`src/rtl/mem_arb_pkg.sv`:
```
// rtl/mem_arb_pkg.sv - shared types and constants for the two-port RAM arbiter
package mem_arb_pkg;

  typedef enum logic [1:0] {
    IDLE   = 2'd0,
    ACCESS = 2'd1,
    WAIT   = 2'd2,
    RESP   = 2'd3
  } arb_state_t;

  localparam int DEF_ADR_W  = 6;
  localparam int DEF_DATA_W = 8;
  localparam int LAT_CNT_W  = 2;

endpackage

```
`src/rtl/rr_arb2.sv`:
```
// rtl/rr_arb2.sv - two-way round-robin winner select and last-grant update
module rr_arb2
  import mem_arb_pkg::*;
(
  input  logic [1:0] req,
  input  logic       last,
  input  logic       advance,
  output logic       winner,
  output logic       last_next
);

  // A lone requester wins outright; on a tie the port that was not granted last wins.
  always_comb begin
    winner = last;
    case (req)
      2'b01:   winner = 1'b0;
      2'b10:   winner = 1'b1;
      2'b11:   winner = ~last;
      default: winner = last;
    endcase
    last_next = advance ? winner : last;
  end

endmodule

```
`src/rtl/mem_arbiter.sv`:
```
// rtl/mem_arbiter.sv - round-robin arbiter sharing one RAM between two req/ack masters
module mem_arbiter
  import mem_arb_pkg::*;
#(
  parameter int ADR_W  = DEF_ADR_W,
  parameter int DATA_W = DEF_DATA_W,
  parameter int RD_LAT = 1
) (
  input  logic              clk,
  input  logic              reset,
  input  logic              req0,
  input  logic              we0,
  input  logic [ADR_W-1:0]  adr0,
  input  logic [DATA_W-1:0] wdata0,
  output logic              ack0,
  output logic [DATA_W-1:0] rdata0,
  input  logic              req1,
  input  logic              we1,
  input  logic [ADR_W-1:0]  adr1,
  input  logic [DATA_W-1:0] wdata1,
  output logic              ack1,
  output logic [DATA_W-1:0] rdata1,
  output logic              mem_read_en,
  output logic [ADR_W-1:0]  mem_read_adr,
  output logic              mem_write_en,
  output logic [ADR_W-1:0]  mem_write_adr,
  output logic [DATA_W-1:0] mem_write_data,
  input  logic [DATA_W-1:0] mem_read_data,
  output logic              busy
);

  // Counter preload so the last WAIT cycle is the one where the count reaches zero.
  localparam logic [LAT_CNT_W-1:0] WAIT_INIT =
    (RD_LAT > 0) ? LAT_CNT_W'(RD_LAT - 1) : '0;

  arb_state_t           state;
  logic                 last;
  logic                 winner;
  logic                 last_next;
  logic                 advance;
  logic                 cmd_we;
  logic                 cmd_id;
  logic [LAT_CNT_W-1:0] cnt;
  logic                 sel_we;
  logic [ADR_W-1:0]     sel_adr;
  logic [DATA_W-1:0]    sel_wdata;

  assign advance   = (state == IDLE) && (req0 || req1);
  assign sel_we    = winner ? we1 : we0;
  assign sel_adr   = winner ? adr1 : adr0;
  assign sel_wdata = winner ? wdata1 : wdata0;

  rr_arb2 u_rr (
    .req       ({req1, req0}),
    .last      (last),
    .advance   (advance),
    .winner    (winner),
    .last_next (last_next)
  );

  // Arbiter FSM: latch the winning command, strobe the RAM once, wait out the read latency, ack.
  always_ff @(posedge clk or negedge reset) begin
    if (!reset) begin
      state          <= IDLE;
      last           <= 1'b1;
      cmd_we         <= 1'b0;
      cmd_id         <= 1'b0;
      cnt            <= '0;
      ack0           <= 1'b0;
      ack1           <= 1'b0;
      rdata0         <= '0;
      rdata1         <= '0;
      mem_read_en    <= 1'b0;
      mem_read_adr   <= '0;
      mem_write_en   <= 1'b0;
      mem_write_adr  <= '0;
      mem_write_data <= '0;
      busy           <= 1'b0;
    end else begin
      mem_read_en  <= 1'b0;
      mem_write_en <= 1'b0;
      ack0         <= 1'b0;
      ack1         <= 1'b0;
      last         <= last_next;
      case (state)
        IDLE: begin
          if (advance) begin
            cmd_we <= sel_we;
            cmd_id <= winner;
            busy   <= 1'b1;
            state  <= ACCESS;
            if (sel_we) begin
              mem_write_en   <= 1'b1;
              mem_write_adr  <= sel_adr;
              mem_write_data <= sel_wdata;
            end else begin
              mem_read_en  <= 1'b1;
              mem_read_adr <= sel_adr;
            end
          end
        end
        ACCESS: begin
          if (cmd_we || RD_LAT == 0) begin
            if (!cmd_we) begin
              if (cmd_id) rdata1 <= mem_read_data;
              else        rdata0 <= mem_read_data;
            end
            ack0  <= ~cmd_id;
            ack1  <= cmd_id;
            state <= RESP;
          end else begin
            cnt   <= WAIT_INIT;
            state <= WAIT;
          end
        end
        WAIT: begin
          if (cnt == '0) begin
            if (cmd_id) rdata1 <= mem_read_data;
            else        rdata0 <= mem_read_data;
            ack0  <= ~cmd_id;
            ack1  <= cmd_id;
            state <= RESP;
          end else begin
            cnt <= cnt - 1'b1;
          end
        end
        RESP: begin
          busy  <= 1'b0;
          state <= IDLE;
        end
        default: state <= IDLE;
      endcase
    end
  end

endmodule

```
`config.mk`:
```
export PLATFORM = sky130hd
export DESIGN_NAME = mem_arbiter
export DESIGN_NICKNAME = d
export VERILOG_FILES = /design/src/rtl/mem_arb_pkg.sv /design/src/rtl/rr_arb2.sv /design/src/rtl/mem_arbiter.sv
export SDC_FILE = /design/constraint.sdc
export NUM_CORES = 1
export LEC_CHECK = 0
export ABC_AREA = 1
export BUFFER_PORTS_ARGS = -buffer_cell sky130_fd_sc_hd__buf_4
export CORE_MARGIN = 1
export CORE_UTILIZATION = 35
export CTS_CLUSTER_DIAMETER = 100
export DETAILED_ROUTE_END_ITERATION = 7
export PLACE_DENSITY = 0.57
export RECOVER_POWER = 100
export SYNTH_ARGS = -nofsm -noshare
export SYNTH_HDL_FRONTEND = slang
export SYNTH_HIERARCHICAL = 1
export SYNTH_SLANG_ARGS = --single-unit
```
`constraint.sdc`:
```
create_clock -name clk -period 1.93 [get_ports clk]
set_input_delay 0.193 -clock clk [delete_from_list [all_inputs] [get_ports clk]]
set_output_delay 0.193 -clock clk [all_outputs]
set_load 0.02 [all_outputs]
```
After elaboration in Yosys (flattened, before gate mapping) --
Index checks and enable logic that the tools add are counted.
Cells by class: eq/ne operators 10, reductions and logical operators 14, div/mod/pow operators 0, shift operators 0, magnitude comparators 0, add/sub/neg operators 1, $mul 0, multiplexer cells 25, bitwise operators 3
Operators by type and width (number):
- AND reduction 3 bit | 5
- 2-to-1 mux 1 bit | 13
- equality test 2 bit, second input constant | 4
- 2-to-1 mux 2 bit | 4
- 2-to-1 mux 8 bit | 1
- one-hot mux 2 bit (4 select lines) | 1
- 2-to-1 mux 6 bit | 1
- != test 2 bit, second input constant | 3
- one-hot mux 1 bit (2 select lines) | 3
- AND reduction 2 bit | 3
- equality test 2 x 1 -> 1 bit, second input constant | 2
- logical NOT 2 bit | 2
- one-hot mux 2 bit (2 select lines) | 1
- nonzero test 2 bit | 2
- NOT 1 bit | 3
- one-hot mux 1 bit (3 select lines) | 1
- != test 2 x 1 -> 1 bit, second input constant | 1
- subtractor 2 x 1 -> 2 bit, second input constant | 1
- logical AND 1 bit | 1
- logical OR 1 bit | 1
Storage, ports and cells: output and inout bits 41, ROM bits 0, bits of input ports 42, logic and storage cells 68, memories kept 0, bits in registers 48, bits in latches 0, RAM bits 0

Logic depth before layout (Yosys ltp) --
Gate-level depths: netlist (run 1).
depth in word-level cells 6, depth in mapped cells 10, gate-level depth less buffers 8

Hierarchy --
Netlist (run 1), hierarchy kept.
By module, submodules not included:
- mem_arbiter | cells an instance 271, times used 1, seq. area each 1202.4 µm², area an instance 2237.1 µm²
- rr_arb2 | cells an instance 8, times used 1, seq. area each 0.0 µm², area an instance 37.5 µm²

Worst setup path after synthesis (run 1) --
Ideal clock, no wire load.
path type register to register, from register last, to register mem_write_adr[0], buffers on the path 2, setup slack 0.496 ns, data required time 1.813 ns, arrival 1.317 ns, cell stages (with the launch flop) 11, cell sequence dfstp_2 nand2_1 o21a_1 buf_6 inv_4 nand2_2 nand2_4 nand2_4 buf_6 nand2_1 nand2_1
Between the ends: word-level cells in the longest chain between the ends 4
Ends and longest elaborated chain:
- start, declared | RTL line mem_arbiter.sv:37 | logic last;
- start signal, assigned | RTL line mem_arbiter.sv:84 | last <= last_next;
- NOT 1 bit | RTL line rr_arb2.sv:18 | 2'b11: winner = ~last;
- one-hot mux 1 bit (3 select lines) (*) | RTL line rr_arb2.sv:15 | case (req)
- via winner | RTL line mem_arbiter.sv:38 | logic winner;
- 2-to-1 mux 1 bit | RTL line mem_arbiter.sv:49 | assign sel_we = winner ? we1 : we0;
- AND reduction 3 bit (no line)
- end signal, assigned | RTL line mem_arbiter.sv:94 | mem_write_adr <= sel_adr;
- end, declared | RTL line mem_arbiter.sv:26 | output logic [ADR_W-1:0] mem_write_adr,
The timed path passes the listed nets; every way through them passes the cells marked *. A chain may end at the register's enable or synchronous reset.

Worst setup path in the final report (run 1) --
from register state[0], to register last
Between the ends: word-level cells in the longest chain between the ends 2
Ends and longest elaborated chain:
- start, declared | RTL line mem_arbiter.sv:36 | arb_state_t state;
- start signal, assigned | RTL line mem_arbiter.sv:64 | state <= IDLE;
- start signal, assigned | RTL line mem_arbiter.sv:91 | state <= ACCESS;
- start signal, assigned | RTL line mem_arbiter.sv:110 | state <= RESP;
- logical NOT 2 bit | RTL line mem_arbiter.sv:48 | assign advance = (state == IDLE) && (req0 || req1);
- logical AND 1 bit | RTL line mem_arbiter.sv:48
Every way passes these cells.

==> results of run 1 <==
==> cell families after synthesis <==
group | count (synthesis)
AO/OA/AOI/OAI | 23
adder cells (fa/ha/maj) | 7
buffers and inverters | 36
flip-flops | 48
AND/OR/NAND/NOR | 165
==> placed cells by master (no fill, tap or decap) <==
cell type,instances
nor2_1,6
dlygate4sd3_1,1
clkbuf_1,43
a21oi_1,1
inv_2,1
clkbuf_8,5
nand2_4,2
bufinv_16,1
inv_1,25
nand3_1,29
o211ai_1,1
dfstp_1,1
nor2_2,1
dfrtp_1,47
o21ai_0,20
buf_4,43
o21a_1,1
inv_4,1
nand2_1,126
ha_1,7
or2_0,1
clkinv_2,1
clkbuf_2,2
==> through the flow <==
step                instance area (sq um)  utilization (%)  setup WS, ps  hold WS (ps)  total power [uW]
floorplan                            2275                -         496.4        -102.6              3337
global placement                     2949            46.71         344.0         255.3              4262
detailed placement                   2949            46.71         302.4         251.6              4303
CTS                                  3067            48.57         291.9         162.6              5036
global route                         2894            45.84         78.91         174.4              5044
finish                               2894            45.84         211.2         172.4              4619
==> report_power, final <==
group	total, uW	internal (uW)	switching [uW]
Sequential	1720	1460	262
Combinational	2180	666	1520
Clock	713	385	328
==> critical path: stages (launching register included) <==
cell      delay [ps]
dfrtp_1          440
inv_1            150
ha_1             220
inv_2             60
nor2_2           230
clkbuf_2         330
or2_0            170
nand2_1           60
==> routing by layer <==
metal,share of wire (%),wire length [um],vias to the layer above
met5,0,0,-
met4,0.67,36,0
met3,7.1,382,4
met2,45,2407,72
met1,47,2538,897
li1,-,-,1037
==> path summary, 6_finish.rpt <==
path	end	slack [ps]	cells past startpoint
min reg2reg	ack0	450	1
min in group asynchronous	cnt[1]	680	2
max reg2reg	last	210	7
min	rdata1[1]	170	3
max in group asynchronous	rdata0[1]	520	2
max	last	210	7
==> area by class of cell <==
type / count / area (sq um)
fill: 660 / 3420
timing repair buffer: 88 / 500.5
inverter: 27 / 103.9
clock buffer: 6 / 72.57
multi-input combinational: 195 / 883.3
clock inverter: 2 / 35.03
tap: 77 / 96.34
sequential: 48 / 1202
==> what timing repair did <==
| item | CTS | global route |
|---|---|---|
| endpoints found under the hold margin | 47 | 0 |
| setup buffers | 0 | 0 |
| hold buffers | 1 | 0 |
==> state kept, by name, indices dropped and copies added (netlist names) <==
name,cells
rdata1,8
mem_read_adr,6
cmd_we,1
last,1
state,2
mem_write_en,1
mem_write_adr,6
ack0,1
mem_write_data,8
busy,1
cnt,2
ack1,1
rdata0,8
mem_read_en,1
cmd_id,1
==> impl_metrics.ini, run 1 <==
[global_routing]
grt_overflow = 0
grt_max_degree = 49
grt_use_total_pct = 16.44
grt.busiest_layer = met2
antenna_found_initial = 0
grt_pass1_vias = 1787
grt_use_met3_pct = 4.835
use_met2_pct = 26.28
met1_usage_pct = 21.55
grt_pass1_wl_um = 8355

[floorplan]
io_pins = 83
fp.dieW_um = 82.62
dieArea_sq_um = 6825
start_util_pct = 36.03
dieHeight_um = 82.62
fp-row-count = 29
core_area_sq_um = 6314

[final_layout]
area_delta_synth_final_pct = 27.23
fin_nets = 414
layout-drive-gt1-share_pct = 15.57
n_antenna_cell = 0
stdcell_count = 443

[cts]
clock_path_buffers = 2
cts_tree = done
cts_buffers = 5
clk_pin_slew_ps = 90
clkSinkCount = 48
htreeDepth = 2
cts.repair.resized = 0
cts-root-buf = clkbuf_8
clock_latency_ps = 290

[place]
gp_congestion = 0.8059
dp.cells = 434
hpwl_um = 3982
portBuffers = 82

[synth]
synthSimpleGateAreaFrac_pct = 30.14
async_reset_ff_share_pct = 100.0
ys_seq_elements = 48
syn_nets = 328
synth.most_common_cell = nand2_1
synth.top_cell.area_share_pct = 51.71
synth_top_family_by_area = simple AND/OR/NAND/NOR gates
synth-xor-area-share_pct = 0
yosysWarningCount = 6
syn_area_sq_um = 2275
yosysUniqueCellTypes = 20
postSynthAreaPerCell_sq_um = 8.153
yosysTopAreaCell = dfrtp_1
synth_edf_count = 0
netlist_top_cells_area = dfrtp_1, nand2_1, nand3_1
synth-main-ff-cell = dfrtp_1
synthMuxAreaShare_pct = 0
syn_inst = 279
ys_seq_area_share_pct = 52.86
synth_compound_area_share_pct = 5.281
synthAdderAreaFrac_pct = 3.850
synthTopCellsByCount = nand2_1, dfrtp_1, nand3_1

[timing]
finalClockSkew_ps = 8.775
slew_headroom_pct = 19.74
tns_ps = 0
hold_viol = 0
worstMarginPinSlew_ps = 1204
fin_crit_ps = 1719
slew_viol_final = 0
fmax_ghz = 0.5818
finalSetupViolCount = 0
period_share_pct = 89.06
grt_setup_unrepaired = false

[hold_path]
min_from = mem_read_data[1]
worstHoldPathType = input pin to flip-flop

[job]
maxCapViolCount = 0

[critical_path]
worstPathArrival_ps = 1950
endpoint_kind = flip-flop
startpoint = state[0]
worstPathMaxFanout = 14
path_class = flip-flop to flip-flop
cp-start-kind = flip-flop
crit_required_ps = 2170
r2r_start = state[0]

[detailed_routing]
drt_iter0_markers = 85
wire_per_inst_um = 12.11
drt-pass1-iter-count = 4
drc_errors = 0
routed_wl_um = 5364
via_count = 2010
antenna_left = 0
vias_per_cell = 4.537

[power_and_ir_drop]
p_leak_uw = 0.001595
p_per_area_nw_per_um2 = 1596
peakVddDrop_mv = 0.5958

[status]
status = finished clean
Note: power is estimated with default switching activity, not from simulation.
==> inputs of run 2 (changes only) <==
- CORE_ASPECT_RATIO: unset -> 1.1
- PLACE_DENSITY: 0.57 -> 0.61
- clock period: 1.93 -> 1.5 ns (I/O delays scaled with it)
==> impl_metrics.ini, run 2 (synthesis results as in run 1) <==
[status]
status = finished clean

[cts]
clkSinkCount = 48
cts_buffers = 5
clk_pin_slew_ps = 80
clock_latency_ps = 290
clock_path_buffers = 2
cts-root-buf = clkbuf_8
htreeDepth = 2
cts_tree = done

[timing]
worst_slack_ps = 66.57
slew_headroom_pct = 30.93
finalClockSkew_ps = 4.077
hold_viol = 0
slew_viol_final = 0
fin_crit_ps = 1433
fmax_ghz = 0.6976
finalSetupViolCount = 0
worstMarginPinSlew_ps = 1036
period_share_pct = 95.56
tns_ps = 0

[critical_path]
endpoint = last
r2r_start = state[0]
cp-start-kind = flip-flop
worstPathArrival_ps = 1670
worstPathMaxFanout = 9
path_cells = inv_1, ha_1, inv_2, nor2_4, buf_4, buf_6, or2_0, nand2_1
path_class = flip-flop to flip-flop
regToRegEndpoint = last
critPathMaxStageDelay_ps = 360
startpoint = state[0]
slowest_stage = dfrtp_1
reg2reg_depth = 8
r2r_setup_slack_ps = 70
endpoint_kind = flip-flop
crit_required_ps = 1740

[floorplan]
core_area_sq_um = 6231
fp.dieW_um = 78.87
dieArea_sq_um = 6826
fp-row-count = 30
start_util_pct = 36.51
dieHeight_um = 86.55
io_pins = 83

[global_routing]
grt_max_degree = 49
grt_use_total_pct = 16.58
grt_pass1_vias = 2002
grt_pass1_wl_um = 8914
antenna_found_initial = 0
grt_overflow = 0

[final_layout]
multi_input_area_sq_um = 910.9
n_antenna_cell = 0
seq_area_sq_um = 1202
most-common-layout-cells = nand2_1, buf_4, dfrtp_1
top_regs = mem_write_data x8, rdata0 x8, rdata1 x8
layout-drive-gt1-share_pct = 19.89
fin_util_pct = 48.59
stdcell_count = 457
area_delta_synth_final_pct = 33.11
fin_nets = 426
fill_cells = 646
final_common_cell = nand2_1

[place]
portBuffers = 82
pre_cts_slack_ps = 57.08
gp_congestion = 0.8008
dp.cells = 446
hpwl_um = 3941

[detailed_routing]
vias_per_cell = 4.580
drt-pass1-iter-count = 4
wire_per_inst_um = 11.47
antenna_left = 0
via_count = 2093
drt_iter0_markers = 66
drc_errors = 0
routed_wl_um = 5244

[job]
maxCapViolCount = 0

[power_and_ir_drop]
peakVddDrop_mv = 0.6436
p_per_area_nw_per_um2 = 2017
p_leak_uw = 0.001658

[hold_path]
worstHoldPathType = input pin to flip-flop
==> run 2: cell count changes in the layout (fill, tap and decap cells not counted), moves of 2 or more <==
cell / delta
buf_4: +10
nand2_1: -3
buf_12: +2
buf_6: +2
clkbuf_1: -2
clkbuf_2: -2
nand2_2: +2
==> run 2: stage by stage <==
step           hold slack, ps  area [sq um]  total power (uW)
2_1_floorplan          -145.6          2275              4294
3_3_place_gp            202.9          3045              5676
3_5_place_dp            199.6          3045              5736
4_1_cts                 116.4          3137              6494
5_1_grt                 137.4          3028              6691
6_report                125.6          3028              6109
==> run 2: power by group <==
part           switching [uW]  internal (uW)
registers                 307           1880
logic                    2080           1110
clock network             408            316
==> run 2: worst max-delay path, delay by kind of cell (launching register included) <==
kind	cells	cell delay (ps)
adders and majority gates	1	240
and+or+nand+nor	3	330
buffers and inverters	4	450
DFF	1	360
==> run 2: per-layer routing <==
metal  up-vias  wire (um)  track usage, %  share of wire [%]
li1       1059          -               -                  -
met1       949       2443           21.12                 47
met2        79       2398           27.98                 46
met3         6        349           4.632                6.7
met4         0         53           3.967                1.0
met5         -          0               0                  0
==> run 2: final cells by class <==
cell class | instances | share of cell area (%)
Timing Repair Buffer | 100 | 20.79
Sequential cell | 48 | 39.71
Multi-Input combinational cell | 195 | 30.08
Clock buffer | 5 | 2.273
Tap cell | 80 | 3.306
Clock inverter | 2 | 0.4132
Inverter | 27 | 3.430
==> run 2: worst min-delay path by stage <==
stage	to	slack, ps	from	cells after the start
CTS	rdata0[6]	120	mem_read_data[6]	3
global route	rdata1[6]	140	mem_read_data[6]	3
detailed placement	cnt[0]	200	reset	1
finish	rdata0[6]	130	mem_read_data[6]	3
floorplan	ack0	-150	reset	0
global placement	cnt[0]	200	reset	1
==> run 2: repair_timing <==
action                                  CTS  global route
gates resized for setup                   0             7
endpoints found under the setup margin    0            23
setup buffers                             0             3
hold buffers                              1             0
hold endpoints to repair                 47             0
